--- src/rtl/alu_issue_if.sv ---
// Operand/result bundle between the register-read stage, the ALU and writeback.
// master = alu_issue side, slave = surrounding pipeline and ALU.
interface alu_issue_if;
  logic        in_valid;
  logic        in_ready;
  logic [31:0] in_instr;
  logic [31:0] in_s;
  logic [31:0] in_t;

  logic [1:0]  alu_is_sorf;
  logic [5:0]  alu_instr;
  logic [31:0] alu_s;
  logic [31:0] alu_t;
  logic [31:0] alu_imm;
  logic [4:0]  alu_h;
  logic [31:0] alu_d;

  logic        res_valid;
  logic        res_ready;
  logic [31:0] res_data;
  logic [4:0]  res_dest;
  logic        res_we;
  logic [5:0]  res_op;
  logic        res_illegal;

  modport master (
    input  in_valid, in_instr, in_s, in_t, alu_d, res_ready,
    output in_ready, alu_is_sorf, alu_instr, alu_s, alu_t, alu_imm, alu_h,
           res_valid, res_data, res_dest, res_we, res_op, res_illegal
  );

  modport slave (
    output in_valid, in_instr, in_s, in_t, alu_d, res_ready,
    input  in_ready, alu_is_sorf, alu_instr, alu_s, alu_t, alu_imm, alu_h,
           res_valid, res_data, res_dest, res_we, res_op, res_illegal
  );
endinterface

--- src/rtl/alu_issue.sv ---
// Issues one decoded MIPS-style op to the ALU, holds it for the op latency, then parks the ALU
// and presents its result. Optional ALU_ISSUE_ILLEGAL_EN traps ops outside the supported sets.
module alu_issue #(
  parameter int FPU_LAT = 3
) (
  input logic       clk,
  input logic       rstn,
  alu_issue_if.master bus
);
  localparam int CW = (FPU_LAT > 1) ? $clog2(FPU_LAT) : 1;
  localparam logic [CW-1:0] FPU_LAST = CW'(FPU_LAT - 1);

  typedef enum logic [1:0] {IDLE = 2'd0, EXEC = 2'd1, DONE = 2'd2} state_t;

  state_t        state, state_nx;
  logic [CW-1:0] cnt;
  logic          accept, cnt_zero;

  logic [5:0]  op, fn;
  logic [4:0]  rt, rd, sh;
  logic [15:0] imm16;

  logic [1:0]    dec_sorf;
  logic [5:0]    dec_instr;
  logic [31:0]   dec_imm;
  logic [4:0]    dec_dest;
  logic          dec_we;
  logic [CW-1:0] dec_last;
  logic          dec_issue;

  logic [1:0]  sorf_q;
  logic [5:0]  instr_q;
  logic [31:0] s_q, t_q, imm_q;
  logic [4:0]  h_q, dest_q;
  logic        we_q;
  logic [5:0]  op_q;

  assign op    = bus.in_instr[31:26];
  assign rt    = bus.in_instr[20:16];
  assign rd    = bus.in_instr[15:11];
  assign sh    = bus.in_instr[10:6];
  assign fn    = bus.in_instr[5:0];
  assign imm16 = bus.in_instr[15:0];

  // rs is carried by in_s already; the field itself is not needed here
  logic unused_rs;
  assign unused_rs = &{1'b0, bus.in_instr[25:21]};

  always_comb begin
    dec_sorf  = 2'b00;
    dec_instr = op;
    dec_dest  = rt;
    dec_we    = 1'b0;
    dec_last  = '0;
    if (op == 6'h00) begin
      dec_sorf  = 2'b01;
      dec_instr = fn;
      dec_dest  = rd;
      dec_we    = (fn != 6'h08);
    end else if (op == 6'h11) begin
      dec_sorf  = 2'b10;
      dec_instr = fn;
      dec_dest  = sh;
      dec_we    = 1'b1;
      if (fn inside {6'h00, 6'h01, 6'h02, 6'h04}) dec_last = FPU_LAST;
    end else if (op inside {6'h08, 6'h0C, 6'h0D, 6'h0E, 6'h0A, 6'h0F}) begin
      dec_we = 1'b1;
    end else if (op == 6'h03) begin
      dec_dest = 5'd31;
      dec_we   = 1'b1;
    end
  end

  // logical immediates zero-extend, everything else sign-extends
  assign dec_imm = (op inside {6'h0C, 6'h0D, 6'h0E, 6'h0F}) ? {16'h0000, imm16}
                                                           : {{16{imm16[15]}}, imm16};

`ifdef ALU_ISSUE_ILLEGAL_EN
  logic dec_legal, illegal_q;

  always_comb begin
    dec_legal = 1'b0;
    if (op == 6'h00)
      dec_legal = fn inside {6'h20, 6'h22, 6'h18, 6'h1A, 6'h24, 6'h25, 6'h26,
                             6'h2A, 6'h00, 6'h04, 6'h02, 6'h06, 6'h08};
    else if (op == 6'h11)
      dec_legal = fn inside {6'h00, 6'h01, 6'h02, 6'h03, 6'h04,
                             6'h08, 6'h09, 6'h32, 6'h34, 6'h36};
    else
      dec_legal = op inside {6'h23, 6'h2B, 6'h31, 6'h39, 6'h08, 6'h0C, 6'h0D, 6'h0E,
                             6'h0A, 6'h0F, 6'h04, 6'h05, 6'h06, 6'h07, 6'h03, 6'h3F};
  end
  assign dec_issue = dec_legal;
`else
  assign dec_issue = 1'b1;
`endif

  assign bus.in_ready = (state == IDLE) | ((state == DONE) & bus.res_ready);
  assign accept       = bus.in_valid & bus.in_ready;
  assign cnt_zero     = (cnt == '0);

  always_ff @(posedge clk or negedge rstn) begin
    if (!rstn) state <= IDLE;
    else       state <= state_nx;
  end

  always_comb begin
    state_nx = state;
    unique case (state)
      IDLE: if (accept) state_nx = EXEC;
      EXEC: if (cnt_zero) state_nx = DONE;
      DONE: if (bus.res_ready) state_nx = bus.in_valid ? EXEC : IDLE;
      default: state_nx = IDLE;
    endcase
  end

  always_ff @(posedge clk or negedge rstn) begin
    if (!rstn) begin
      cnt     <= '0;
      sorf_q  <= '0;
      instr_q <= '0;
      s_q     <= '0;
      t_q     <= '0;
      imm_q   <= '0;
      h_q     <= '0;
      dest_q  <= '0;
      we_q    <= 1'b0;
      op_q    <= '0;
`ifdef ALU_ISSUE_ILLEGAL_EN
      illegal_q <= 1'b0;
`endif
    end else if (accept) begin
      cnt    <= dec_issue ? dec_last : '0;
      dest_q <= dec_dest;
      we_q   <= dec_we & dec_issue;
      op_q   <= op;
`ifdef ALU_ISSUE_ILLEGAL_EN
      illegal_q <= ~dec_legal;
`endif
      if (dec_issue) begin
        sorf_q  <= dec_sorf;
        instr_q <= dec_instr;
        s_q     <= bus.in_s;
        t_q     <= bus.in_t;
        imm_q   <= dec_imm;
        h_q     <= sh;
      end else begin
        // trapped op: ALU never sees it, stays parked
        sorf_q  <= '0;
        instr_q <= '0;
        s_q     <= '0;
        t_q     <= '0;
        imm_q   <= '0;
        h_q     <= '0;
      end
    end else if (state == EXEC) begin
      if (cnt_zero) begin
        // park as NOP so the ALU freezes d for the result channel
        sorf_q  <= '0;
        instr_q <= '0;
      end else begin
        cnt <= cnt - 1'b1;
      end
    end
  end

  assign bus.alu_is_sorf = sorf_q;
  assign bus.alu_instr   = instr_q;
  assign bus.alu_s       = s_q;
  assign bus.alu_t       = t_q;
  assign bus.alu_imm     = imm_q;
  assign bus.alu_h       = h_q;

  assign bus.res_valid = (state == DONE);
  assign bus.res_dest  = dest_q;
  assign bus.res_we    = we_q;
  assign bus.res_op    = op_q;
`ifdef ALU_ISSUE_ILLEGAL_EN
  assign bus.res_data    = illegal_q ? 32'h0 : bus.alu_d;
  assign bus.res_illegal = illegal_q;
`else
  assign bus.res_data    = bus.alu_d;
  assign bus.res_illegal = 1'b0;
`endif
endmodule

--- src/flat_wrapper.sv ---
// flat-port wrapper written by rule: the top's interface ports become plain ports
module alu_issue_flat 
#(
  parameter int FPU_LAT = 3
)
  (clk, rstn, bus_in_valid, bus_in_instr, bus_in_s, bus_in_t, bus_alu_d, bus_res_ready, bus_in_ready, bus_alu_is_sorf, bus_alu_instr, bus_alu_s, bus_alu_t, bus_alu_imm, bus_alu_h, bus_res_valid, bus_res_data, bus_res_dest, bus_res_we, bus_res_op, bus_res_illegal);
  alu_issue_if bus_i ();
  input logic clk;
  input logic rstn;
  input wire logic [$bits(bus_i.in_valid)-1:0] bus_in_valid;
  input wire logic [$bits(bus_i.in_instr)-1:0] bus_in_instr;
  input wire logic [$bits(bus_i.in_s)-1:0] bus_in_s;
  input wire logic [$bits(bus_i.in_t)-1:0] bus_in_t;
  input wire logic [$bits(bus_i.alu_d)-1:0] bus_alu_d;
  input wire logic [$bits(bus_i.res_ready)-1:0] bus_res_ready;
  output wire logic [$bits(bus_i.in_ready)-1:0] bus_in_ready;
  output wire logic [$bits(bus_i.alu_is_sorf)-1:0] bus_alu_is_sorf;
  output wire logic [$bits(bus_i.alu_instr)-1:0] bus_alu_instr;
  output wire logic [$bits(bus_i.alu_s)-1:0] bus_alu_s;
  output wire logic [$bits(bus_i.alu_t)-1:0] bus_alu_t;
  output wire logic [$bits(bus_i.alu_imm)-1:0] bus_alu_imm;
  output wire logic [$bits(bus_i.alu_h)-1:0] bus_alu_h;
  output wire logic [$bits(bus_i.res_valid)-1:0] bus_res_valid;
  output wire logic [$bits(bus_i.res_data)-1:0] bus_res_data;
  output wire logic [$bits(bus_i.res_dest)-1:0] bus_res_dest;
  output wire logic [$bits(bus_i.res_we)-1:0] bus_res_we;
  output wire logic [$bits(bus_i.res_op)-1:0] bus_res_op;
  output wire logic [$bits(bus_i.res_illegal)-1:0] bus_res_illegal;
  assign bus_i.in_valid = bus_in_valid;
  assign bus_i.in_instr = bus_in_instr;
  assign bus_i.in_s = bus_in_s;
  assign bus_i.in_t = bus_in_t;
  assign bus_i.alu_d = bus_alu_d;
  assign bus_i.res_ready = bus_res_ready;
  assign bus_in_ready = bus_i.in_ready;
  assign bus_alu_is_sorf = bus_i.alu_is_sorf;
  assign bus_alu_instr = bus_i.alu_instr;
  assign bus_alu_s = bus_i.alu_s;
  assign bus_alu_t = bus_i.alu_t;
  assign bus_alu_imm = bus_i.alu_imm;
  assign bus_alu_h = bus_i.alu_h;
  assign bus_res_valid = bus_i.res_valid;
  assign bus_res_data = bus_i.res_data;
  assign bus_res_dest = bus_i.res_dest;
  assign bus_res_we = bus_i.res_we;
  assign bus_res_op = bus_i.res_op;
  assign bus_res_illegal = bus_i.res_illegal;
  alu_issue #(.FPU_LAT(FPU_LAT)) u_core (.clk(clk), .rstn(rstn), .bus(bus_i));
endmodule
--- config.mk ---
export PLATFORM = sky130hd
export DESIGN_NAME = alu_issue_flat
export DESIGN_NICKNAME = d
export VERILOG_FILES = /design/src/rtl/alu_issue_if.sv /design/src/rtl/alu_issue.sv /design/src/flat_wrapper.sv
export SDC_FILE = /design/constraint.sdc
export NUM_CORES = 1
export LEC_CHECK = 0
export ABC_AREA = 1
export BUFFER_PORTS_ARGS = -buffer_cell sky130_fd_sc_hd__buf_2
export CAP_MARGIN = 20
export CORE_UTILIZATION = 39
export DETAILED_ROUTE_END_ITERATION = 6
export PLACE_DENSITY_LB_ADDON = 0.2
export SLEW_MARGIN = 20
export SYNTH_ARGS = -nofsm -noshare
export SYNTH_HDL_FRONTEND = slang
export SYNTH_SLANG_ARGS = --single-unit
--- constraint.sdc ---
create_clock -name clk -period 1.24 [get_ports clk]
set_clock_uncertainty 0.15 [all_clocks]
set_input_delay 0.248 -clock clk [delete_from_list [all_inputs] [get_ports clk]]
set_output_delay 0.248 -clock clk [all_outputs]
set_load 0.1 [all_outputs]
==> results of run 1 <==
[how the worst max path moves through the flow]
stage	end	slack, ps	cells after the start
6_report	u_core.bus.res_op[3]$_DFFE_PN0P_	-500	8
5_1_grt	u_core.bus.alu_imm[30]$_DFFE_PN0P_	-580	8
4_1_cts	bus_alu_imm[24]	-370	2
3_5_place_dp	u_core.bus.res_dest[3]$_DFFE_PN0P_	-210	9
3_3_place_gp	u_core.bus.res_dest[3]$_DFFE_PN0P_	-180	7
2_1_floorplan	bus_alu_imm[17]	-180	1
[cell families after synthesis]
group           count (synthesis)
buf+inv                       105
other cells                     1
flops                         105
simple gates                  356
xor+xnor                        1
fa+ha+maj                       1
compound gates                 20
[cell usage after synthesis]
library cell / instances / area [um2]
nand2_1: 286 / 1070
dfrtp_1: 105 / 2630
buf_4: 55 / 413
inv_1: 29 / 109
nor2_1: 28 / 105
nand3_1: 22 / 110
buf_2: 18 / 90.1
o21ai_0: 12 / 60.1
a21oi_1: 6 / 30.0
nand4_1: 4 / 25.0
nor2_2: 3 / 18.8
nor2_4: 3 / 33.8
inv_2: 2 / 7.51
nand3_2: 2 / 20.0
o21ai_1: 2 / 10.0
or2_1: 2 / 12.5
or2_2: 2 / 12.5
clkbuf_1: 1 / 3.75
conb_1: 1 / 3.75
ha_1: 1 / 12.5
nand2_2: 1 / 6.26
nand2_4: 1 / 11.3
nand3_4: 1 / 17.5
nand3b_1: 1 / 7.51
xnor2_1: 1 / 8.76
[repair_timing]
action | in CTS | in global routing
cloned | 16 | 9
endpoints found under the hold margin | 180 | 0
hold buffers | 76 | 0
setup buffers | 31 | 61
gates resized for setup | 65 | 243
pin swaps | 7 | 51
endpoints found under the setup margin | 226 | 228
[routing by layer]
metal / wire, um / vias to the layer above
met5: 0 / -
li1: - / 2487
met3: 1910 / 206
met1: 8370 / 2950
met4: 2320 / 0
met2: 13900 / 439
[sequential cells by signal, summed over array words and instances, names as in the netlist]
register	count
u_core.bus.alu_is_sorf	2
u_core.bus.alu_h	4
u_core.cnt	2
u_core.bus.alu_instr	6
u_core.bus.res_dest	5
u_core.bus.alu_t	32
u_core.state	2
u_core.bus.alu_imm	13
u_core.bus.res_we	1
u_core.bus.alu_s	32
u_core.bus.res_op	6
[cell type report]
class | instances | area share [%]
timing repair buffer | 433 | 48.4
sequential | 105 | 24.8
multi-input combinational | 379 | 21.2
clock buffer | 11 | 2.17
tap | 168 | 1.88
inverter | 31 | 1.19
clock inverter | 5 | 0.279
timing repair inverter | 1 | 0.100
antenna | 2 | 0.0447
[tightest hold or removal path, cell delays in order]
cell     delay [ps]
buf_2           100
nand3_2          70
nand3_1          60
[stage by stage]
stage          std cells  hold slack [ps]  util, %  setup TNS [ps]  worst slack, ps
2_1_floorplan        589             -198        -           -7200             -183
3_3_place_gp         935            -40.1     66.5          -14080             -181
3_5_place_dp         935            -29.1     66.5          -17540             -213
4_1_cts             1074             1.45     82.6          -45540             -368
5_1_grt             1135             11.9     92.9          -68670             -582
6_report            1135             3.83     92.9          -61200             -499
==> metrics.md, run 1 <==
| Metric | Value |
|---|---|
| Type of the worst min-delay path | in -> reg |
| Floorplan core area | 12100 um2 |
| Routing usage on met3 | 6.48% |
| Number of maximum-capacitance violations | 0 |
| Hold EP | u_core.bus.alu_instr[2]$_DFFE_PN0P_ |
| Reg2Reg Setup Slack | -500 ps |
| Remaining global-route overflow | 0 |
| Global-route wire length before repair | 29200 um |
| Final hold violation count | 0 |
| Most used cells in the layout excluding fill and tap cells | 143 x buf_12, 133 x nand2_1, 97 x nand2_2 |
| Worst R2R End | u_core.bus.res_op[3]$_DFFE_PN0P_ |
| Iteration count of the initial detailed-routing pass | 7 |
| Count of distinct cell types in the synthesized netlist | 25 |
| Post-detailed-routing wire length | 26500 um |
| Hold Path Cell Cnt | 3 |
| Leading cell type in the layout, fill and taps excluded | buf_12 |
| Final period util | 140% |
| Number of antenna violations at the first check in global routing | 3 |
| Most frequent cell on the critical path | nand2_1 |
| Number of global-route vias before repair | 5657 |
| Required time at the worst-slack endpoint | 1340 ps |
| Crit end category | flop |
| Number of I/O pins | 288 |
| Clock tree from TritonCTS | yes |
| Global routing met1 resource utilization | 31.4% |
| Drt wl/cell | 23.4 um |
| Layout filler cell count | 360 |
| Clock tree buffer depth | 2 |
| Mux cell area share after synthesis | 0% |
| Proportion of layout cells with a drive suffix above 1 | 69.0% |
| Cts bufs inserted | 9 |
| Root buffer selected by CTS | clkbuf_16 |
| Gpl congestion | 0.810 |
| Post-synth net total | 722 |
| Instance area after placement | 8030 um2 |
| Area of all placed cells without fillers | 11200 um2 |
| Total of buffers placed on input and output ports | 217 |
| Crit path kind | reg -> reg |
| Count of state elements after synthesis | 105 |
| Element type at the critical path start | flop |
| Met2 usage in global routing | 54.8% |
| Post-synthesis compound-gate area fraction | 2.07% |
| CTS sink count | 105 |
| Post-synthesis adder-cell area fraction | 0.259% |
| Multi-input logic area | 2370 um2 |
| Largest stage delay, worst path | 400 ps |
| Via count | 6082 |
| Worst r2r src | u_core.state[1]$_DFFE_PN0P_ |
| Launching element of the worst setup path | u_core.state[1]$_DFFE_PN0P_ |
| Maximum number of pins on one net before global-route repair | 38 |
| Vias per Instance | 5.36 |
| Total of endpoints with negative setup slack in the final report | 228 |
| Outcome | finished, violations left |
| Synth warnings | 0 |
| Max H-tree Level | 3 |
| Height of the die | 113 um |
| Share of synthesized area occupied by flip-flops and latches | 54.4% |
| Minimum clock period | 1740 ps |
| Count of standard-cell rows | 40 |
| Highest-utilization routing layer at the global route stage | met2 |
| Final net count | 1093 |
| Post-synthesis cell count | 589 |
| Synthesized area | 4830 um2 |
| Maximum fanout count along the critical path | 8 |
| Die outline width | 113 um |
| Sequential cell area in the final layout | 2780 um2 |
| Length in cells of the worst reg-to-reg path | 8 |
| Final worst slack | -499 ps |
| Latest clock arrival within the worst-skew pair | 360 ps |
| Number of buffer and inverter instances along the worst setup path | 4 |
| Die Outline Area | 12800 um2 |
| Synth Area in Simple Gates | 30.1% |
| Clock transition at path regs | 70 ps |
| Achievable Freq | 575 MHz |
| Placed wire-length estimate | 10500 um |
| Critical-path cell with the highest stage delay | dfrtp_1 |
| Setup repair after global routing missed its margin | true |
| Iter 0 DRT Violations | 576 |
| Critical hold path startpoint | bus_in_instr[2] |
| Remaining DRCs | 0 |
| Starting Density | 40.0% |
| Total Routing Usage GR | 30.2% |
| Top Family by Delay on Critical Path | buffers and inverters |
| Final-report max-slew violation count | 0 |
| Synth-to-Final Area Change | 132% |
| Average instance area after synthesis | 8.20 um2 |
| Sequence of cells on the critical path | buf_4, nand2_4, nand3_4, buf_12, buf_16, clkbuf_16, nand2_1, nand2_1 |
| Combinational family with the most area after synthesis | simple AND/OR/NAND/NOR gates |
| Violated checks | negative setup slack |
| Number of antenna-violating nets in the routed design | 0 |
| Critical path data arrival time | 1830 ps |
| Post-synthesis xor/xnor area fraction | 0.181% |
Power of run 1 is left out: the tool's default activity adds up to more than one toggle a clock period on the data nets, which glitch-free logic cannot reach.
==> run 2, diff against run 1 <==
CORE_ASPECT_RATIO = 1.75   (was unset)
RECOVER_POWER = 50   (was unset)
==> metrics.md, run 2 (synthesis results as in run 1) <==
| Metric | Value |
|---|---|
| Outcome | finished, violations left |
| Violated checks | negative setup slack |
| Latest clock arrival within the worst-skew pair | 350 ps |
| Iter 0 DRT Violations | 313 |
| Placed Cells incl. Taps | 932 |
| Final standard cell utilization of the core | 88.0% |
| Starting Density | 40.0% |
| Leading cell type in the layout, fill and taps excluded | nand2_1 |
| Final net count | 1047 |
| Vias per Instance | 5.20 |
| Minimum clock period | 1630 ps |
| Critical hold path startpoint | bus_in_instr[15] |
| Max H-tree Level | 3 |
| Number of antenna-violating nets in the routed design | 0 |
| Placement-stage worst setup slack | -236 ps |
| Synth-to-Final Area Change | 120% |
| Final hold violation count | 0 |
| Count of standard-cell rows | 53 |
| Worst r2r src | u_core.state[0]$_DFFE_PN0P_ |
| Number of global-route vias before repair | 5763 |
| Maximum number of pins on one net before global-route repair | 47 |
| Via count | 5642 |
| Post-detailed-routing wire length | 24400 um |
| Element type at the critical path start | flop |
| Total of endpoints with negative setup slack in the final report | 227 |
| Die Outline Area | 12900 um2 |
| Final worst slack | -392 ps |
| Number of maximum-capacitance violations | 0 |
| Placed wire-length estimate | 11200 um |
| Maximum fanout count along the critical path | 3 |
| Type of the worst min-delay path | in -> reg |
| CTS sink count | 105 |
| Post-layout instance count excluding filler cells | 1085 |
| Iteration count of the initial detailed-routing pass | 5 |
| Achievable Freq | 613 MHz |
| Launching element of the worst setup path | u_core.state[0]$_DFFE_PN0P_ |
| Drt wl/cell | 22.5 um |
| Most used cells in the layout excluding fill and tap cells | 140 x nand2_1, 137 x buf_12, 94 x dfrtp_2 |
| Crit end category | output pin |
| Clock tree from TritonCTS | yes |
| Total of buffers placed on input and output ports | 217 |
| Clock tree buffer depth | 2 |
| Remaining DRCs | 0 |
| Remaining global-route overflow | 0 |
| Final period util | 132% |
| Gpl congestion | 0.843 |
| Global-route wire length before repair | 29600 um |
| Proportion of layout cells with a drive suffix above 1 | 67.6% |
| Root buffer selected by CTS | clkbuf_16 |
| Final-report max-slew violation count | 0 |
| Clock transition at path regs | 70 ps |
| Die outline width | 86.1 um |
| Number of I/O pins | 288 |
| Crit path kind | reg -> out |
| Number of antenna violations at the first check in global routing | 1 |
| Floorplan core area | 12100 um2 |
| Setup repair after global routing missed its margin | true |
| Cts bufs inserted | 9 |
| Height of the die | 149 um |
| Required time at the worst-slack endpoint | 840 ps |
| Critical path data arrival time | 1230 ps |
| Total Routing Usage GR | 30.7% |
==> run 2: final timing paths <==
kind / end / slack, ps / depth (start not counted)
setup / recovery: bus_in_ready / -390 / 3
hold / removal: u_core.bus.alu_imm[15]$_DFFE_PN0P_ / 20 / 3
setup reg to reg: u_core.bus.alu_t[5]$_DFFE_PN0P_ / -390 / 8
hold reg to reg: u_core.bus.alu_s[17]$_DFFE_PN0P_ / 380 / 2
max in group asynchronous: u_core.bus.alu_imm[0]$_DFFE_PN0P_ / 60 / 3
min in group asynchronous: u_core.bus.alu_instr[0]$_DFFE_PN0P_ / 220 / 2
==> run 2: area by class of cell <==
class / instances / area [um2]
repair buffers: 387 / 4830
flip-flops and latches: 105 / 2780
multi-input cells: 379 / 2370
fillers: 508 / 1440
clock buffers: 10 / 239
well taps: 165 / 206
inverters: 31 / 129
clock inverters: 6 / 56.3
repair inverters: 1 / 16.3
diodes: 1 / 2.50
==> run 2: timing repair <==
action / in CTS / in global routing
pin swaps: 26 / 72
hold buffers: 76 / 0
setup buffers: 25 / 27
endpoints found under the setup margin: 222 / 227
resized for setup: 82 / 199
cloned: 11 / 3
hold endpoints to repair: 180 / 0
==> run 2: per-layer routing <==
| metal | part of all wire (%) | track usage [%] |
|---|---|---|
| met3 | 6.0 | 5.53 |
| met5 | 0 | 0 |
| met4 | 9.3 | 23.6 |
| met1 | 32 | 30.8 |
| met2 | 53 | 54.9 |
==> run 2: worst max-delay path: stages (launching register included) <==
cell,delay (ps)
dfrtp_2,430
buf_6,140
a21oi_4,130
buf_12,190
==> run 2: stage by stage <==
step	setup TNS, ps	instance area (um2)	hold slack, ps
2_1_floorplan	-7200	5280	-198
3_3_place_gp	-14620	8020	-27.8
3_5_place_dp	-18190	8020	-27.1
4_1_cts	-49000	9840	4.02
5_1_grt	-59240	10600	25.5
6_report	-52620	10600	15.7
Power of run 2 is left out for the same reason.
